`src/rtl/trace_capture_buffer_if.sv`:
```
// Commit-record input, trigger control and drain port of the trace capture buffer.
// TRACE_TIMESTAMP_EN adds the rd_ts field and the TS_W parameter.
interface trace_capture_buffer_if #(
    parameter int unsigned XLEN  = 32,
    parameter int unsigned DEPTH = 16
`ifdef TRACE_TIMESTAMP_EN
    , parameter int unsigned TS_W = 16
`endif
);
    localparam int unsigned CW = $clog2(DEPTH) + 1;

    logic            valid_in;
    logic [XLEN-1:0] pc_in;
    logic [31:0]     instr_in;
    logic [XLEN-1:0] result_in;
    logic            arm;
    logic            trig_en;
    logic [XLEN-1:0] trig_pc;
    logic            rd_en;
    logic            rd_valid;
    logic [XLEN-1:0] rd_pc;
    logic [31:0]     rd_instr;
    logic [XLEN-1:0] rd_result;
    logic [CW-1:0]   count;
    logic [1:0]      state;
    logic            triggered;
`ifdef TRACE_TIMESTAMP_EN
    logic [TS_W-1:0] rd_ts;
`endif

    modport master (
`ifdef TRACE_TIMESTAMP_EN
        input  rd_ts,
`endif
        output valid_in, pc_in, instr_in, result_in, arm, trig_en, trig_pc, rd_en,
        input  rd_valid, rd_pc, rd_instr, rd_result, count, state, triggered
    );

    modport slave (
`ifdef TRACE_TIMESTAMP_EN
        output rd_ts,
`endif
        input  valid_in, pc_in, instr_in, result_in, arm, trig_en, trig_pc, rd_en,
        output rd_valid, rd_pc, rd_instr, rd_result, count, state, triggered
    );
endinterface

```
`src/rtl/trace_capture_buffer.sv`:
```
// Circular commit-trace recorder: captures until POST_TRIG records after a PC match, then drains.
// Optional feature macro TRACE_TIMESTAMP_EN stores a free-running cycle stamp with each record.
module trace_capture_buffer #(
    parameter int unsigned XLEN      = 32,
    parameter int unsigned DEPTH     = 16,
    parameter int unsigned POST_TRIG = 8
`ifdef TRACE_TIMESTAMP_EN
    , parameter int unsigned TS_W    = 16
`endif
) (
    input logic                  clk,
    input logic                  reset,
    trace_capture_buffer_if.slave bus
);
    localparam int unsigned AW = $clog2(DEPTH);
    localparam int unsigned CW = AW + 1;
`ifdef TRACE_TIMESTAMP_EN
    localparam int unsigned TsW = TS_W;
`else
    localparam int unsigned TsW = 0;
`endif
    localparam int unsigned RW = 2 * XLEN + 32 + TsW;

    typedef enum logic [1:0] {
        StIdle    = 2'd0,
        StCapture = 2'd1,
        StPost    = 2'd2,
        StDone    = 2'd3
    } state_e;

    state_e          state_q, state_d;
    logic [AW-1:0]   wr_ptr_q, wr_ptr_d;
    logic [AW-1:0]   rd_ptr_q, rd_ptr_d;
    logic [CW-1:0]   count_q, count_d;
    logic [CW-1:0]   post_q, post_d;
    logic            trig_q, trig_d;
    logic            rd_valid_q, rd_valid_d;
    logic [RW-1:0]   rd_rec_q, rd_rec_d;
    logic [RW-1:0]   mem_q [DEPTH];
    logic [RW-1:0]   wr_rec;
    logic            wr_en;

`ifdef TRACE_TIMESTAMP_EN
    logic [TS_W-1:0] ts_q;

    always_ff @(posedge clk or negedge reset) begin
        if (!reset) ts_q <= '0;
        else        ts_q <= ts_q + 1'b1;
    end

    assign wr_rec    = {bus.pc_in, bus.instr_in, bus.result_in, ts_q};
    assign bus.rd_ts = rd_rec_q[TS_W-1:0];
`else
    assign wr_rec    = {bus.pc_in, bus.instr_in, bus.result_in};
`endif

    always_comb begin
        state_d    = state_q;
        wr_ptr_d   = wr_ptr_q;
        rd_ptr_d   = rd_ptr_q;
        count_d    = count_q;
        post_d     = post_q;
        trig_d     = trig_q;
        rd_valid_d = 1'b0;
        rd_rec_d   = rd_rec_q;
        wr_en      = 1'b0;
        // arm wins over everything, including a same-cycle commit
        if (bus.arm) begin
            state_d  = StCapture;
            wr_ptr_d = '0;
            rd_ptr_d = '0;
            count_d  = '0;
            post_d   = '0;
            trig_d   = 1'b0;
        end else begin
            unique case (state_q)
                StCapture, StPost: begin
                    if (bus.valid_in) begin
                        wr_en    = 1'b1;
                        wr_ptr_d = wr_ptr_q + 1'b1;
                        // full: overwrite oldest, so the read pointer tracks the write pointer
                        if (count_q == CW'(DEPTH)) rd_ptr_d = rd_ptr_q + 1'b1;
                        else                       count_d  = count_q + 1'b1;
                        if (state_q == StCapture) begin
                            if (bus.trig_en && (bus.pc_in == bus.trig_pc)) begin
                                trig_d  = 1'b1;
                                post_d  = CW'(POST_TRIG);
                                state_d = (POST_TRIG == 0) ? StDone : StPost;
                            end
                        end else begin
                            post_d = post_q - 1'b1;
                            if (post_q == CW'(1)) state_d = StDone;
                        end
                    end
                end
                StDone: begin
                    if (bus.rd_en && (count_q != '0)) begin
                        rd_valid_d = 1'b1;
                        rd_rec_d   = mem_q[rd_ptr_q];
                        rd_ptr_d   = rd_ptr_q + 1'b1;
                        count_d    = count_q - 1'b1;
                    end
                end
                default: ;
            endcase
        end
    end

    always_ff @(posedge clk or negedge reset) begin
        if (!reset) begin
            state_q    <= StIdle;
            wr_ptr_q   <= '0;
            rd_ptr_q   <= '0;
            count_q    <= '0;
            post_q     <= '0;
            trig_q     <= 1'b0;
            rd_valid_q <= 1'b0;
            rd_rec_q   <= '0;
        end else begin
            state_q    <= state_d;
            wr_ptr_q   <= wr_ptr_d;
            rd_ptr_q   <= rd_ptr_d;
            count_q    <= count_d;
            post_q     <= post_d;
            trig_q     <= trig_d;
            rd_valid_q <= rd_valid_d;
            rd_rec_q   <= rd_rec_d;
        end
    end

    // Storage carries no reset; contents are only read after being written.
    always_ff @(posedge clk) begin
        if (wr_en) mem_q[wr_ptr_q] <= wr_rec;
    end

    assign bus.rd_valid  = rd_valid_q;
    assign bus.rd_result = rd_rec_q[TsW +: XLEN];
    assign bus.rd_instr  = rd_rec_q[TsW + XLEN +: 32];
    assign bus.rd_pc     = rd_rec_q[TsW + XLEN + 32 +: XLEN];
    assign bus.count     = count_q;
    assign bus.state     = state_q;
    assign bus.triggered = trig_q;
endmodule

```
`src/flat_wrapper.sv`:
```
// flat-port wrapper written by rule: the top's interface ports become plain ports
module trace_capture_buffer_flat 
#(
    parameter int unsigned XLEN      = 32,
    parameter int unsigned DEPTH     = 16,
    parameter int unsigned POST_TRIG = 8

)
  (clk, reset, bus_valid_in, bus_pc_in, bus_instr_in, bus_result_in, bus_arm, bus_trig_en, bus_trig_pc, bus_rd_en, bus_rd_valid, bus_rd_pc, bus_rd_instr, bus_rd_result, bus_count, bus_state, bus_triggered);
  trace_capture_buffer_if #(.XLEN(XLEN), .DEPTH(DEPTH)) bus_i ();
  input logic clk;
  input logic reset;
  input wire logic [$bits(bus_i.valid_in)-1:0] bus_valid_in;
  input wire logic [$bits(bus_i.pc_in)-1:0] bus_pc_in;
  input wire logic [$bits(bus_i.instr_in)-1:0] bus_instr_in;
  input wire logic [$bits(bus_i.result_in)-1:0] bus_result_in;
  input wire logic [$bits(bus_i.arm)-1:0] bus_arm;
  input wire logic [$bits(bus_i.trig_en)-1:0] bus_trig_en;
  input wire logic [$bits(bus_i.trig_pc)-1:0] bus_trig_pc;
  input wire logic [$bits(bus_i.rd_en)-1:0] bus_rd_en;
  output wire logic [$bits(bus_i.rd_valid)-1:0] bus_rd_valid;
  output wire logic [$bits(bus_i.rd_pc)-1:0] bus_rd_pc;
  output wire logic [$bits(bus_i.rd_instr)-1:0] bus_rd_instr;
  output wire logic [$bits(bus_i.rd_result)-1:0] bus_rd_result;
  output wire logic [$bits(bus_i.count)-1:0] bus_count;
  output wire logic [$bits(bus_i.state)-1:0] bus_state;
  output wire logic [$bits(bus_i.triggered)-1:0] bus_triggered;
  assign bus_i.valid_in = bus_valid_in;
  assign bus_i.pc_in = bus_pc_in;
  assign bus_i.instr_in = bus_instr_in;
  assign bus_i.result_in = bus_result_in;
  assign bus_i.arm = bus_arm;
  assign bus_i.trig_en = bus_trig_en;
  assign bus_i.trig_pc = bus_trig_pc;
  assign bus_i.rd_en = bus_rd_en;
  assign bus_rd_valid = bus_i.rd_valid;
  assign bus_rd_pc = bus_i.rd_pc;
  assign bus_rd_instr = bus_i.rd_instr;
  assign bus_rd_result = bus_i.rd_result;
  assign bus_count = bus_i.count;
  assign bus_state = bus_i.state;
  assign bus_triggered = bus_i.triggered;
  trace_capture_buffer #(.XLEN(XLEN), .DEPTH(DEPTH), .POST_TRIG(POST_TRIG)) u_core (.clk(clk), .reset(reset), .bus(bus_i));
endmodule
```
`config.mk`:
```
export PLATFORM = sky130hd
export DESIGN_NAME = trace_capture_buffer_flat
export DESIGN_NICKNAME = d
export VERILOG_FILES = /design/src/rtl/trace_capture_buffer_if.sv /design/src/rtl/trace_capture_buffer.sv /design/src/flat_wrapper.sv
export SDC_FILE = /design/constraint.sdc
export NUM_CORES = 1
export LEC_CHECK = 0
export ABC_AREA = 1
export CORE_ASPECT_RATIO = 1.2
export CORE_MARGIN = 4
export CORE_UTILIZATION = 40
export CTS_BUF_LIST = sky130_fd_sc_hd__clkbuf_8
export CTS_CLUSTER_DIAMETER = 150
export CTS_CLUSTER_SIZE = 10
export DETAILED_ROUTE_END_ITERATION = 10
export PLACE_DENSITY_LB_ADDON = 0.2
export SETUP_SLACK_MARGIN = 0.4
export SYNTH_ARGS = -nofsm -noshare
export SYNTH_HDL_FRONTEND = slang
export SYNTH_SLANG_ARGS = --single-unit
```
`constraint.sdc`:
```
create_clock -name clk -period 14.7 [get_ports clk]
set_input_delay 4.41 -clock clk [delete_from_list [all_inputs] [get_ports clk]]
set_output_delay 4.41 -clock clk [all_outputs]
set_load 0.01 [all_outputs]
```
==> run metrics, run 1 <==
outcome finished clean; Hold Path Class register to register; sw power 4010 uW; Final HPWL DP 89000 um; Layout Skew 0.0402 ns; Vias/cell 5.54; post_cts resized 0; first-pass GRT wire length 262000 um; die width 375 um; Logic pwr share 27.8%; top routing layer used met5; clock buffer depth 3; area fraction of the dominant cell type after synthesis 71.2%; Avg Inst Size Synth 13.6 sq um; Congestion Overflow GR 0; DRC 0; WHS Endpoint u_core.rd_rec_q[82]$_DFFE_PN0P_; Mapped Cells 4771; Req. time, crit path 15.21 ns; Reg clk slew, reported paths 0.07 ns; min Tclk post-route 7.88 ns; Post-CTS Setup Repair Bufs 0; reg2reg setup slack 10.06 ns; final setup TNS 0 ns; Lkg Pwr 0.0238 uW; Synth warnings 0; fmax 0.127 GHz; Hold Violations, Final 0; Hold Path Stages 1; Cell Area, Placed 0.0689 sq mm; detailed-routing wirelength on met1 77000 um; Sw Ratio 34.4%; critical path arrival 8.39 ns; initial core utilization 40.3%; cts hold-fix bufs 0; initial antenna violation count 19; Max Cap Viol 0; worst r2r dst u_core.mem_q[3][72]$_DFFE_PP_; post-layout net count 5078; Placer Congestion 0.746; Die Y-Extent 449 um; Worst Tran Pin Value 1.28 ns; P_int 7650 uW; WL met3 10400 um; filler instances 14500; row cnt 161; Post-Place Setup Slack 5.82 ns; # setup viols final 0; die area 0.169 sq mm; worst vdd ir 0.143 mV; Core ar. 0.161 sq mm; #FFs+latches synth 1654; Reg area 0.0491 sq mm; DRT Pass-1 Iters 5; Root Buffer clkbuf_8; DR vias 40000; Design Power 11700 uW; hold_sp u_core.rd_rec_q[82]$_DFFE_PN0P_; Unique masters post-synth 33; crit share post-route 53.6%; top cells by area, synth edfxtp_1 (71%), o21ai_0 (5.6%), dfrtp_1 (4.6%); placed cell count 6865; CP startpoint kind input port; ANT nets after route 0; Clk pwr share 24.0%; worst reg2reg startpoint u_core.bus.state[1]$_DFFE_PN0P_; CP Max Fanout 40; sequential cell area fraction in the yosys report 75.7%; TritonCTS clock tree yes; Syn-to-layout area delta 11.3%; final wirelength 177000 um; Reg2Reg Depth 9; GR Util All Layers 20.6%; Layout Cells excl Fill 7208; Worst Setup End Kind register; Slew HR 14.5%; Mapped Nets 4918; CTS Buf Count 183; fraction of layout cells with a size suffix above 1 5.85%; Sequential Power Share 48.2%; final instance area 0.0721 sq mm; total I/O pin count 239; vias in the first global route 39700; Buffers on Ports 238; DRT iter0 DRCs 3649; CTS H-tree depth 4; Worst Slack Setup Final 6.82 ns; largest net degree at the start of global routing 270; PD cells 162 mW/mm^2; WL met2 86000 um; Post-Syn Area 0.0648 sq mm; pins over their slew limit 0; crit path kind input port to register; multi-input logic area 0.0138 sq mm; area leader, netlist edfxtp_1; RSZ-0062 raised after global routing no; Routed wire per std cell 24.6 um; Sink Count 1654; clock latency on the worst-skew pair 0.91 ns
## worst max path at each step
stage,cells past startpoint,slack [ns],endpoint,start
after floorplan,5,5.08,u_core.mem_q[11][0]$_DFFE_PP_,bus_arm
after global placement,8,5.83,u_core.mem_q[3][78]$_DFFE_PP_,bus_arm
after detailed placement,8,5.82,u_core.mem_q[3][78]$_DFFE_PP_,bus_arm
after CTS,8,6.84,u_core.mem_q[3][72]$_DFFE_PP_,bus_arm
after global routing,8,6.63,u_core.mem_q[3][72]$_DFFE_PP_,bus_arm
final,8,6.82,u_core.mem_q[3][72]$_DFFE_PP_,bus_arm
## flip-flops by register name, summed over array words and instances (netlist names)
register,flops
u_core.bus.count,5
u_core.bus.rd_valid,1
u_core.bus.state,2
u_core.bus.triggered,1
u_core.mem_q,1536
u_core.post_q,5
u_core.rd_ptr_q,4
u_core.rd_rec_q,96
u_core.wr_ptr_q,4
## power by group through the flow
stage	logic (uW)	registers, uW	clock network, uW
6_report	3240	5620	2800
5_1_grt	3570	5650	3070
4_1_cts	3270	5620	2880
3_5_place_dp	3260	5730	0
3_3_place_gp	3230	5730	0
2_1_floorplan	2080	5670	0
## metrics by stage
stage	hold slack [ns]	util, %
floorplan	0.475	-
global placement	0.473	42.9
detailed placement	0.479	42.9
CTS	0.497	44.9
global route	0.514	44.9
finish	0.492	44.9
## layout make-up
type	count	area share (%)
sequential	1654	68.1
multi-input combinational	2669	19.1
timing repair buffer	305	4.07
tap	2119	3.68
clock buffer	184	3.51
clock inverter	150	0.893
inverter	118	0.668
antenna	9	0.0312
## synth_stat cells, drive strengths merged
cell type and count:
o21a 75, o31ai 1, xor2 6, nor2 734
a22oi 1, o22ai 105, fa 1, o211ai 21
nand3 199, nand2 315, mux2i 42, edfxtp 1536
dfrtp 118, nor3 3, a21oi 150, o221ai 218
xnor2 12, or2 3, nand4 3, clkbuf 181
o21bai 1, o21ai 767, inv 118, buf 149
ha 12
## routing by layer
| layer | vias up | global-route usage, % |
|---|---|---|
| met1 | 20400 | 27.9 |
| met4 | 10 | 5.35 |
| met5 | - | 0 |
| met2 | 1179 | 34.4 |
| met3 | 265 | 3.80 |
| li1 | 18100 | - |
## kinds of logic after synthesis
kind of cell	count (synthesis)	synth area share, %
mux	42	0.649
compound gates	1339	12.2
flops	1654	75.7
xor+xnor	18	0.243
buf+inv	448	3.20
fa+ha+maj	13	0.263
simple gates	1257	7.71
## cells in the final DEF (no fill, tap or decap), types with 4 or more instances in the layout
cell and n:
o22ai_1 105, dfrtp_4 4, nor2_4 17, clkinvlp_4 5
xnor2_1 12, o211ai_1 21, xor2_1 6, o221ai_1 218
inv_6 6, buf_4 63, o21ai_1 46, nand2_1 315
dfrtp_1 114, inv_8 5, clkbuf_8 184, ha_1 12
clkdlybuf4s50_1 237, diode_2 9, nor2_1 717, o21a_1 75
inv_1 248, a21oi_1 150, buf_12 4, o21ai_0 721
edfxtp_1 1536, nand3_1 199, mux2i_1 42
## worst max-delay path: stages
cell             delay [ns]
clkdlybuf4s50_1        0.52
nor2_1                 0.23
inv_1                  0.11
nor2_1                 0.43
nand2_1                0.38
nor2_4                 0.78
buf_4                  0.76
buf_4                  0.73
(Power assumes the default switching activity.)
==> run 2, diff against run 1 <==
clock period = 7.95 ns   (was 14.7 ns; I/O delays follow)
==> run metrics, run 2 (same netlist as run 1, synthesis figures left out) <==
Largest regs u_core.mem_q x1536, u_core.rd_rec_q x96; die width 375 um (unchanged); TritonCTS clock tree yes; CTS Buf Count 183 (unchanged); min Tclk post-route 4.86 ns; Post-Place Setup Slack 2.15 ns (-3.67 ns); Vias/cell 5.57 (+0.44%); P_int 14200 uW (+85%); critical path's slowest cell nor2_4; die area 0.169 sq mm (unchanged); Worst Tran Pin Value 1.34 ns (+0.0548 ns); post_cts resized 0 (unchanged); Core ar. 0.161 sq mm (unchanged); Reg clk slew, reported paths 0.08 ns (about the same); clock latency on the worst-skew pair 0.93 ns (+0.02 ns); Syn-to-layout area delta 11.9%; commonest cells after routing, fill and taps aside edfxtp_1 (1536), o21ai_0 (721), nor2_1 (717); Clk pwr share 24.1% (about the same); CP startpoint kind input port; pins over their slew limit 0 (unchanged); DR vias 40200 (+0.57%); critical-path cell list clkdlybuf4s50_1 > nor2_1 > inv_1 > nor2_1 > nand2_1 > nor2_4 > buf_12; max reg flops 1536 (unchanged); Die Y-Extent 449 um (unchanged); detailed-routing wirelength on met1 79200 um (+2.9%); outcome finished clean; Final HPWL DP 90800 um (+2.0%); Post-CTS Setup Repair Bufs 0 (unchanged); vias in the first global route 40200 (+1.2%); # setup viols final 0 (unchanged); clock buffer depth 3 (unchanged); initial antenna violation count 22 (+3); post-layout net count 5082 (+0.079%); Buffers on Ports 238 (unchanged); final setup TNS 0 ns (unchanged); initial core utilization 40.3% (unchanged); largest net degree at the start of global routing 226 (-16%); Logic pwr share 27.7% (about the same); ANT nets after route 0 (unchanged); crit share post-route 61.1%; Worst Slack Setup Final 3.09 ns (-3.73 ns); DRT Pass-1 Iters 5 (unchanged); largest register by flop count u_core.mem_q; final wirelength 182000 um (+2.5%); Crit path largest cell delay 0.95 ns (+0.17 ns); Sequential Power Share 48.2% (about the same); Req. time, crit path 8.51 ns (-6.70 ns); Sink Count 1654 (unchanged); Hold Path Class register to register; first-pass GRT wire length 267000 um (+1.7%); Max Cap Viol 0 (unchanged); Root Buffer clkbuf_8; Placer Congestion 0.764 (+2.4%); Lkg Pwr 0.0239 uW (+0.58%); Routed wire per std cell 25.2 um (+2.3%); GR Util All Layers 21.1% (+0.51 points); total I/O pin count 239 (unchanged); PD cells 298 mW/mm^2 (+85%); crit path kind input port to register; worst reg2reg startpoint u_core.bus.state[1]$_DFFE_PN0P_; CP Max Fanout 38 (-5.0%); hold_sp u_core.rd_rec_q[88]$_DFFE_PN0P_; row cnt 161 (unchanged); Worst Setup End Kind register; fmax 0.206 GHz; Slew HR 10.8% (-3.7 points); Hold Violations, Final 0 (unchanged); crit path from bus_arm; Sw Ratio 34.5% (+0.14 points); RSZ-0062 raised after global routing no; CTS H-tree depth 4 (unchanged); Congestion Overflow GR 0 (unchanged); critical path arrival 5.42 ns (-2.97 ns); worst vdd ir 0.274 mV (+91%); cts hold-fix bufs 0 (unchanged); CP dominant cell by count nor2_1; Layout Skew 0.0482 ns (+0.00803 ns); WL met2 87900 um (+2.2%); most common cell after layout, fill and taps aside edfxtp_1; fraction of layout cells with a size suffix above 1 5.92% (+0.071 points); DRT iter0 DRCs 3890 (+6.6%); top routing layer used met5; WL met3 11000 um (+5.4%); sw power 7470 uW (+87%); DRC 0 (unchanged)
[run 2: worst paths after layout]
check	end	slack [ns]	depth (start not counted)
worst max-delay path	u_core.mem_q[0][82]$_DFFE_PP_	3.09	7
worst min-delay path	u_core.rd_rec_q[88]$_DFFE_PN0P_	0.49	1
worst max register to register	u_core.mem_q[0][82]$_DFFE_PP_	4.00	8
worst min register to register	u_core.rd_rec_q[88]$_DFFE_PN0P_	0.49	1
max in group asynchronous	u_core.rd_ptr_q[2]$_DFFE_PN0P_	5.02	2
min in group asynchronous	u_core.rd_rec_q[25]$_DFFE_PN0P_	1.51	1
[run 2: cell type report]
class                           count  area, sq um
Timing Repair Buffer              309         3270
Clock inverter                    153          691
Sequential cell                  1654        49100
Antenna cell                       11         27.5
Multi-Input combinational cell   2669        13800
Tap cell                         2119         2650
Inverter                          118          482
Clock buffer                      184         2530
Fill cell                       14400        88200
[run 2: power groups by stage]
| stage | clock network [uW] | logic, uW | registers (uW) |
|---|---|---|---|
| 2_1_floorplan | 0 | 3840 | 10500 |
| 3_3_place_gp | 0 | 5990 | 10600 |
| 3_5_place_dp | 0 | 6030 | 10600 |
| 4_1_cts | 5390 | 6050 | 10400 |
| 5_1_grt | 5730 | 6600 | 10500 |
| 6_report | 5230 | 5990 | 10400 |
[run 2: per-stage QoR]
| stage | utilization [%] | hold slack (ns) | instance area, sq um | std cells | total power (uW) |
|---|---|---|---|---|---|
| floorplan | - | 0.475 | 64800 | 4771 | 14300 |
| detailed placement | 43.1 | 0.479 | 69300 | 6869 | 16700 |
| finish | 45.1 | 0.491 | 72500 | 7217 | 21600 |
| global placement | 43.1 | 0.476 | 69300 | 6869 | 16600 |
| global route | 45.1 | 0.514 | 72500 | 7209 | 22800 |
| CTS | 45.1 | 0.496 | 72500 | 7206 | 21900 |
[run 2: critical path, delay by kind of cell]
kind	cells	cell delay (ns)
simple gates	4	1.91
buf+inv	3	1.08
[run 2: routing by layer]
layer | GRT usage, % | vias to the layer above
met5 | 0 | -
met4 | 5.34 | 10
met3 | 3.52 | 249
met2 | 35.0 | 1261
met1 | 29.1 | 20500
li1 | - | 18100
